--- src/rtl/cnt_sched_pkg.sv ---
// Shared constants for the counter job scheduler: FSM state encoding and the
// default count width used by the scheduler, fsm_counter and their benches.
package cnt_sched_pkg;

    localparam int CNT_W_DEF = 8;

    typedef enum logic [2:0] {
        IDLE       = 3'd0,
        ISSUE      = 3'd1,
        WAIT_START = 3'd2,
        WAIT_DONE  = 3'd3,
        DRAIN      = 3'd4
    } sched_state_t;

endpackage

--- src/rtl/rr_arbiter.sv ---
// Combinational round-robin pick: first set request at or after ptr, wrapping.
// The pointer register lives in the parent.
module rr_arbiter #(
    parameter int N_REQ = 4
) (
    input  logic [N_REQ-1:0] req,
    input  logic [2:0]       ptr,
    output logic [N_REQ-1:0] gnt,
    output logic [2:0]       idx
);

    logic hit;

    always_comb begin
        idx = '0;
        hit = 1'b0;
        // Scan from the farthest offset down so the closest one to ptr wins.
        for (int i = N_REQ - 1; i >= 0; i--) begin
            if (req[(int'(ptr) + i) % N_REQ]) begin
                idx = 3'((int'(ptr) + i) % N_REQ);
                hit = 1'b1;
            end
        end
        gnt = hit ? (N_REQ'(1) << idx) : '0;
    end

endmodule

--- src/rtl/cnt_job_scheduler.sv ---
// Shares one fsm_counter among N_REQ requesters: round-robin grant, run pulse,
// status tracking and a per-requester done (or start-timeout error) pulse.
module cnt_job_scheduler
    import cnt_sched_pkg::*;
#(
    parameter int N_REQ    = 4,
    parameter int CNT_W    = CNT_W_DEF,
    parameter int START_TO = 4
) (
    input  logic                   clk,
    input  logic                   reset,
    input  logic [N_REQ-1:0]       i_req,
    input  logic [N_REQ*CNT_W-1:0] i_req_num,
    output logic [N_REQ-1:0]       o_grant,
    output logic [N_REQ-1:0]       o_done,
    output logic                   o_err,
    output logic                   o_busy,
    output logic [2:0]             o_owner,
    output logic                   o_cnt_run,
    output logic [CNT_W-1:0]       o_cnt_num,
    input  logic                   i_cnt_idle,
    input  logic                   i_cnt_running,
    input  logic                   i_cnt_done
);

    localparam int TMR_W = $clog2(START_TO + 1);

    sched_state_t     state, state_nxt;
    logic [2:0]       rr_ptr;
    logic [TMR_W-1:0] timer;
    logic [N_REQ-1:0] arb_gnt;
    logic [2:0]       arb_idx;
    logic [CNT_W-1:0] arb_num;
    logic [N_REQ-1:0] owner_oh;
    logic             grant_set;
    logic             done_set;
    logic             err_set;

    rr_arbiter #(.N_REQ(N_REQ)) u_arb (
        .req (i_req),
        .ptr (rr_ptr),
        .gnt (arb_gnt),
        .idx (arb_idx)
    );

    assign arb_num  = i_req_num[arb_idx*CNT_W +: CNT_W];
    assign owner_oh = N_REQ'(1) << o_owner;
    assign o_busy   = (state != IDLE);

    function automatic logic [2:0] ptr_next(input logic [2:0] k);
        return (int'(k) == N_REQ - 1) ? 3'd0 : k + 3'd1;
    endfunction

    always_comb begin
        state_nxt = state;
        grant_set = 1'b0;
        done_set  = 1'b0;
        err_set   = 1'b0;
        case (state)
            IDLE: begin
                if (|i_req && i_cnt_idle) begin
                    state_nxt = ISSUE;
                    grant_set = 1'b1;
                end
            end
            ISSUE: begin
                // A zero-length job never touches the counter.
                if (o_cnt_num == '0) begin
                    state_nxt = IDLE;
                    done_set  = 1'b1;
                end else begin
                    state_nxt = WAIT_START;
                end
            end
            WAIT_START: begin
                if (i_cnt_done) begin
                    state_nxt = DRAIN;
                    done_set  = 1'b1;
                end else if (i_cnt_running) begin
                    state_nxt = WAIT_DONE;
                end else if (timer == TMR_W'(START_TO)) begin
                    state_nxt = IDLE;
                    err_set   = 1'b1;
                end
            end
            WAIT_DONE: begin
                if (i_cnt_done) begin
                    state_nxt = DRAIN;
                    done_set  = 1'b1;
                end
            end
            DRAIN: begin
                if (i_cnt_idle) state_nxt = IDLE;
            end
            default: state_nxt = IDLE;
        endcase
    end

    always_ff @(posedge clk or negedge reset) begin
        if (!reset) begin
            state     <= IDLE;
            rr_ptr    <= '0;
            timer     <= '0;
            o_owner   <= '0;
            o_cnt_num <= '0;
            o_grant   <= '0;
            o_done    <= '0;
            o_err     <= 1'b0;
            o_cnt_run <= 1'b0;
        end else begin
            state     <= state_nxt;
            o_grant   <= grant_set ? arb_gnt : '0;
            o_cnt_run <= grant_set && (arb_num != '0);
            o_done    <= done_set ? owner_oh : '0;
            o_err     <= err_set;
            if (grant_set) begin
                o_owner   <= arb_idx;
                o_cnt_num <= arb_num;
            end
            if (state == ISSUE) rr_ptr <= ptr_next(o_owner);
            // Timer holds the number of cycles spent in WAIT_START, saturating.
            if (state == ISSUE)
                timer <= TMR_W'(1);
            else if (state == WAIT_START && timer != TMR_W'(START_TO))
                timer <= timer + TMR_W'(1);
        end
    end

endmodule

--- config.mk ---
export PLATFORM = sky130hd
export DESIGN_NAME = cnt_job_scheduler
export DESIGN_NICKNAME = d
export VERILOG_FILES = /design/src/rtl/cnt_sched_pkg.sv /design/src/rtl/rr_arbiter.sv /design/src/rtl/cnt_job_scheduler.sv
export SDC_FILE = /design/constraint.sdc
export NUM_CORES = 1
export LEC_CHECK = 0
export ABC_AREA = 1
export ABC_CLOCK_PERIOD_IN_PS = 4900
export CAP_MARGIN = 40
export CORE_MARGIN = 10
export CORE_UTILIZATION = 50
export DETAILED_ROUTE_END_ITERATION = 6
export MAX_ROUTING_LAYER = met4
export PLACE_DENSITY = 0.82
export SLEW_MARGIN = 20
export SYNTH_ARGS = -nofsm -noshare
export SYNTH_HDL_FRONTEND = slang
export SYNTH_HIERARCHICAL = 1
export SYNTH_SLANG_ARGS = --single-unit
export TNS_END_PERCENT = 100
--- constraint.sdc ---
create_clock -name clk -period 4.9 [get_ports clk]
set_input_delay 1.225 -clock clk [delete_from_list [all_inputs] [get_ports clk]]
set_output_delay 1.225 -clock clk [all_outputs]
set_load 0.01 [all_outputs]
-- After elaboration in Yosys (flattened, before gate mapping)
Index checks and enable logic that the tools add are counted.
- muxes and demuxes: 42
- bitwise gates (word level): 3
- reduce and logical (&&, ||, !) cells: 14
- equality and inequality tests: 11
- $lt $le $gt $ge: 4
- add/sub/neg operators: 5
- shifts and indexed selects: 3
- operator list (cell ; number):
    $mux 3 ; 12
    $shiftx 32x7->8 ; 1
    $mux 1 ; 19
    $pmux 3 s5 ; 1
    $lt 3x4->1 const B ; 3
    $mux 4 ; 3
    $eq 3x3->1 const B ; 3
    $bmux 1 s2 ; 4
    $logic_not 8->1 ; 1
    $reduce_bool 8->1 ; 1
    $reduce_or 2->1 ; 4
    $shl 1x3->4 const A ; 2
    $eq 3x2->1 const B ; 2
    $ne 2x2->1 const B ; 3
    $add 2x1->2 const B ; 2
    $add 2x2->2 const B ; 2
    $mux 2 ; 2
    $ne 4x4->1 const B ; 1
    $reduce_and 4->1 ; 1
    $reduce_or 4->1 ; 1
    $add 3x1->3 const B ; 1
    $and 1x1->1 const A ; 3
    $eq 3x1->1 const B ; 1
    $logic_and 1x1->1 ; 3
    6 further kinds ; 6
- flip-flop bits (word level): 29
- logic and storage cells: 91

-- Longest topological paths before layout
- word-level depth: 13
- depth in mapped cells: 19
- depth with buffers taken out: 17

-- Modules after synthesis
Netlist, hierarchy kept.
- by module, submodules not included (module ; area each (sq um) ; cells an instance ; sequential area each (sq um) ; times used):
    cnt_job_scheduler ; 1779.2 ; 244 ; 750.7 ; 1
    rr_arbiter ; 252.7 ; 57 ; 0.0 ; 1

-- Worst setup path after synthesis
Ideal clock, no wire load.
- kind: input-to-reg
- start: input i_req[0]
- end: register o_cnt_run
- stages on the path: 17
- setup slack: 2215 ps
- arrival time: 2564 ps
- setup time: 121 ps
- required time: 4779 ps
- path through: inv_1 -> o21ai_1 -> nand2_1 -> nand2_1 -> inv_1 -> nand3_1 -> nand2_2 -> buf_4 -> inv_4 -> buf_6 -> nand2_1 -> nand3_1 -> nand2_1 -> nand2_1 -> nand2_1 -> nor2_1 -> a21oi_2
- cells in the longest elaborated chain, start to end: 10
- elaborated cells on any way between the ends: 22
- those cells by class: 1 x shift; 17 x mux; 4 x reduce/logical
- ends and longest elaborated chain (element ; RTL line ; text):
    start: declaration ; cnt_job_scheduler.sv:12 ; input logic [N_REQ-1:0] i_req,
    $bmux 1 s2 ; rr_arbiter.sv:19 ; if (req[(int'(ptr) + i) % N_REQ]) begin
    $mux 1 (implied by the code) (2 in a row) ; rr_arbiter.sv:19 ;
    $mux 3 (3 in a row) ; rr_arbiter.sv:19 ;
    $mux 3 (*) ; rr_arbiter.sv:19 ;
    net arb_idx[0] ; cnt_job_scheduler.sv:32 ; logic [2:0] arb_idx;
    $shiftx 32x7->8 (*) ; cnt_job_scheduler.sv:46 ; assign arb_num = i_req_num[arb_idx*CNT_W +: CNT_W];
    $reduce_bool 8->1 (*) ; cnt_job_scheduler.sv:113 ; o_cnt_run <= grant_set && (arb_num != '0);
    $logic_and 1x1->1 (*) ; cnt_job_scheduler.sv:113 ;
    end signal: assignment ; cnt_job_scheduler.sv:113 ;
    end: declaration ; cnt_job_scheduler.sv:19 ; output logic o_cnt_run,
Mark *: on every way through the listed nets, which the timed path passes. The rest lies on a longest branch. The select of a mux whose other input is x is not followed.
A chain may end at the register's enable or synchronous reset.

-- Final worst setup path
Ends and elaborated chain as after synthesis.

==> flow_summary.ini <==
[yosys]
avgSynthCellArea_um2 = 6.70
netlist_area_um2 = 2000
syn_inst = 298
yosysWarnings = 6
syn_nets = 345

[clock_network]
cts_buffers = 5
cts_hold_buf = 0
ctsResizeCount = 0
cts_setup_buffers = 0
clk_pin_slew_worst_paths_ps = 70
cts.sinks = 29
clkLatencyLatePin_ps = 280
cts_tree = done
clock_path_buffers = 2
cts_root_buf = clkbuf_8
ctsHtreeMaxLevel = 2

[die]
die_area_um2 = 6920
rows = 22
start_util = 0.529
core_area_um2 = 3770
ioPinCount = 63
die_x_um = 83.2
die_h_um = 83.2

[global_routing]
grt_max_degree = 30
antenna_found_initial = 0
grt_pass1_vias = 1926
grt_first_pass_wirelength_um = 8580
overflow = 0
grt_usage = 0.146

[worst_hold_path]
hp-class = flop to flop

[pwr]
vdd_drop_max_mv = 0.321
powerDensity_nw_per_um2 = 637
p_leak_nw = 1.42

[timing]
setup_tns_ps = 0
fmax_mhz = 297
finalSetupViolations = 0
rsz0062_at_grt = no
period_share = 0.687
finalHoldViolations = 0
tightest_slew_ps = 516
slew_headroom = 0.654
worst_clock_skew_ps = 6.17
period_minus_slack_ps = 3370
drv_slew = 0

[final_layout]
mostFrequentLayoutCells = 110 x nand2_1, 62 x clkdlybuf4s50_1, 51 x inv_1, 29 x dfrtp_1, 27 x nor2_1
drive_gt1_frac = 0.0722
final_cell_area_um2 = 2720
antenna_cells = 0
nets = 406
layout_commonest_cell = nand2_1
syn2layout_area_growth_pct = 36.3
nFillCells = 321

[place]
place.gp.congestion = 0.847
dpl.hpwl_um = 3980
dpl_cell_area_um2 = 2600
numPortBuffers = 62

[worst_setup_path]
slowest_delay_ps = 500
critPathKind = input pin to flop
cp.arrival_ps = 3530
path_buf_inv = 3
end_kind = flop
cp_top_family = simple AND/OR/NAND/NOR gates
cp_slowest_cell = clkdlybuf4s50_1
worstSetupStartpointType = input pin
crit_fanout = 11
path_cells = clkdlybuf4s50_1, inv_1, nand2_1, nand3_1, nand3_1, nand3_1, a21boi_2, inv_1, nand3_1, nand2_1, nand2_1, nand2_1, nor2_1, a21oi_2
required_ps = 5060

[routing]
drt-wirelength-per-cell_um = 12.0
avgViaCountPerCell = 4.77
dr.pass1.iters = 4
wl_um = 4900
drc_errors = 0
vias = 1945
drt_iter0_markers = 136
ant_nets = 0

[run_status]
status = completed

[flow_run]
maxCapViolations = 0
==> path summary, 6_finish.rpt <==
check                                      start                     end  slack, ps  depth (start not counted)
setup / recovery                        i_req[0]     o_cnt_run$_DFF_PN0_       1530                         14
hold reg to reg             timer[2]$_DFFE_PN0P_    timer[2]$_DFFE_PN0P_        470                          1
setup reg to reg           rr_ptr[0]$_DFFE_PN0N_     o_cnt_run$_DFF_PN0_       2250                         13
hold / removal              timer[2]$_DFFE_PN0P_    timer[2]$_DFFE_PN0P_        470                          1
max in group asynchronous                  reset  o_owner[1]$_DFFE_PN0P_       3300                          2
min in group asynchronous                  reset     o_done[3]$_DFF_PN0_       1330                          2
==> state kept, by name (all words and copies together) (netlist names) <==
name and cells:
o_grant 4, o_err 1, timer 3, o_cnt_num 8
o_cnt_run 1, rr_ptr 2, o_done 4, o_owner 3
state 3
==> metrics by stage <==
stage / setup WS (ps) / power, mW / std cells / utilization / hold slack [ps]
after floorplan: 2210 / 1.21 / 298 / - / 433
after global placement: 1320 / 1.44 / 400 / 0.689 / 453
after detailed placement: 1260 / 1.48 / 400 / 0.689 / 468
after CTS: 1550 / 1.75 / 408 / 0.721 / 477
after global routing: 1370 / 1.92 / 408 / 0.721 / 527
final: 1530 / 1.73 / 408 / 0.721 / 471
==> layout make-up <==
class / count / area (um2) / area share
clock inverter: 2 / 37.5 / 0.0138
clock buffer: 6 / 82.6 / 0.0304
tap: 48 / 60.1 / 0.0221
timing repair buffer: 63 / 628 / 0.231
multi-input combinational: 206 / 981 / 0.361
sequential: 29 / 726 / 0.267
inverter: 54 / 205 / 0.0754
==> metal layers <==
metal | vias up | global-route usage | share of wire
li1 | 1024 | - | -
met5 | - | - | 0
met3 | 5 | 0.0605 | 0.094
met1 | 836 | 0.170 | 0.45
met2 | 80 | 0.228 | 0.45
met4 | 0 | 0.0369 | 0.0090
==> power breakdown <==
part / internal (mW) / switching, mW / total [mW]
sequential: 0.332 / 0.0974 / 0.429
combinational: 0.417 / 0.625 / 1.04
clock: 0.165 / 0.0955 / 0.261
total: 0.914 / 0.818 / 1.73
==> worst register-to-register path, stage by stage, from the launching register on <==
cell	delay [ps]
dfrtp_1	600
inv_1	170
nand2_1	100
nand3_1	110
nand3_1	120
nand3_1	120
a21boi_2	470
inv_1	270
nand3_1	150
nand2_1	60
nand2_1	90
nand2_1	60
nor2_1	160
a21oi_2	70
Note: power is estimated with default switching activity, not from simulation.
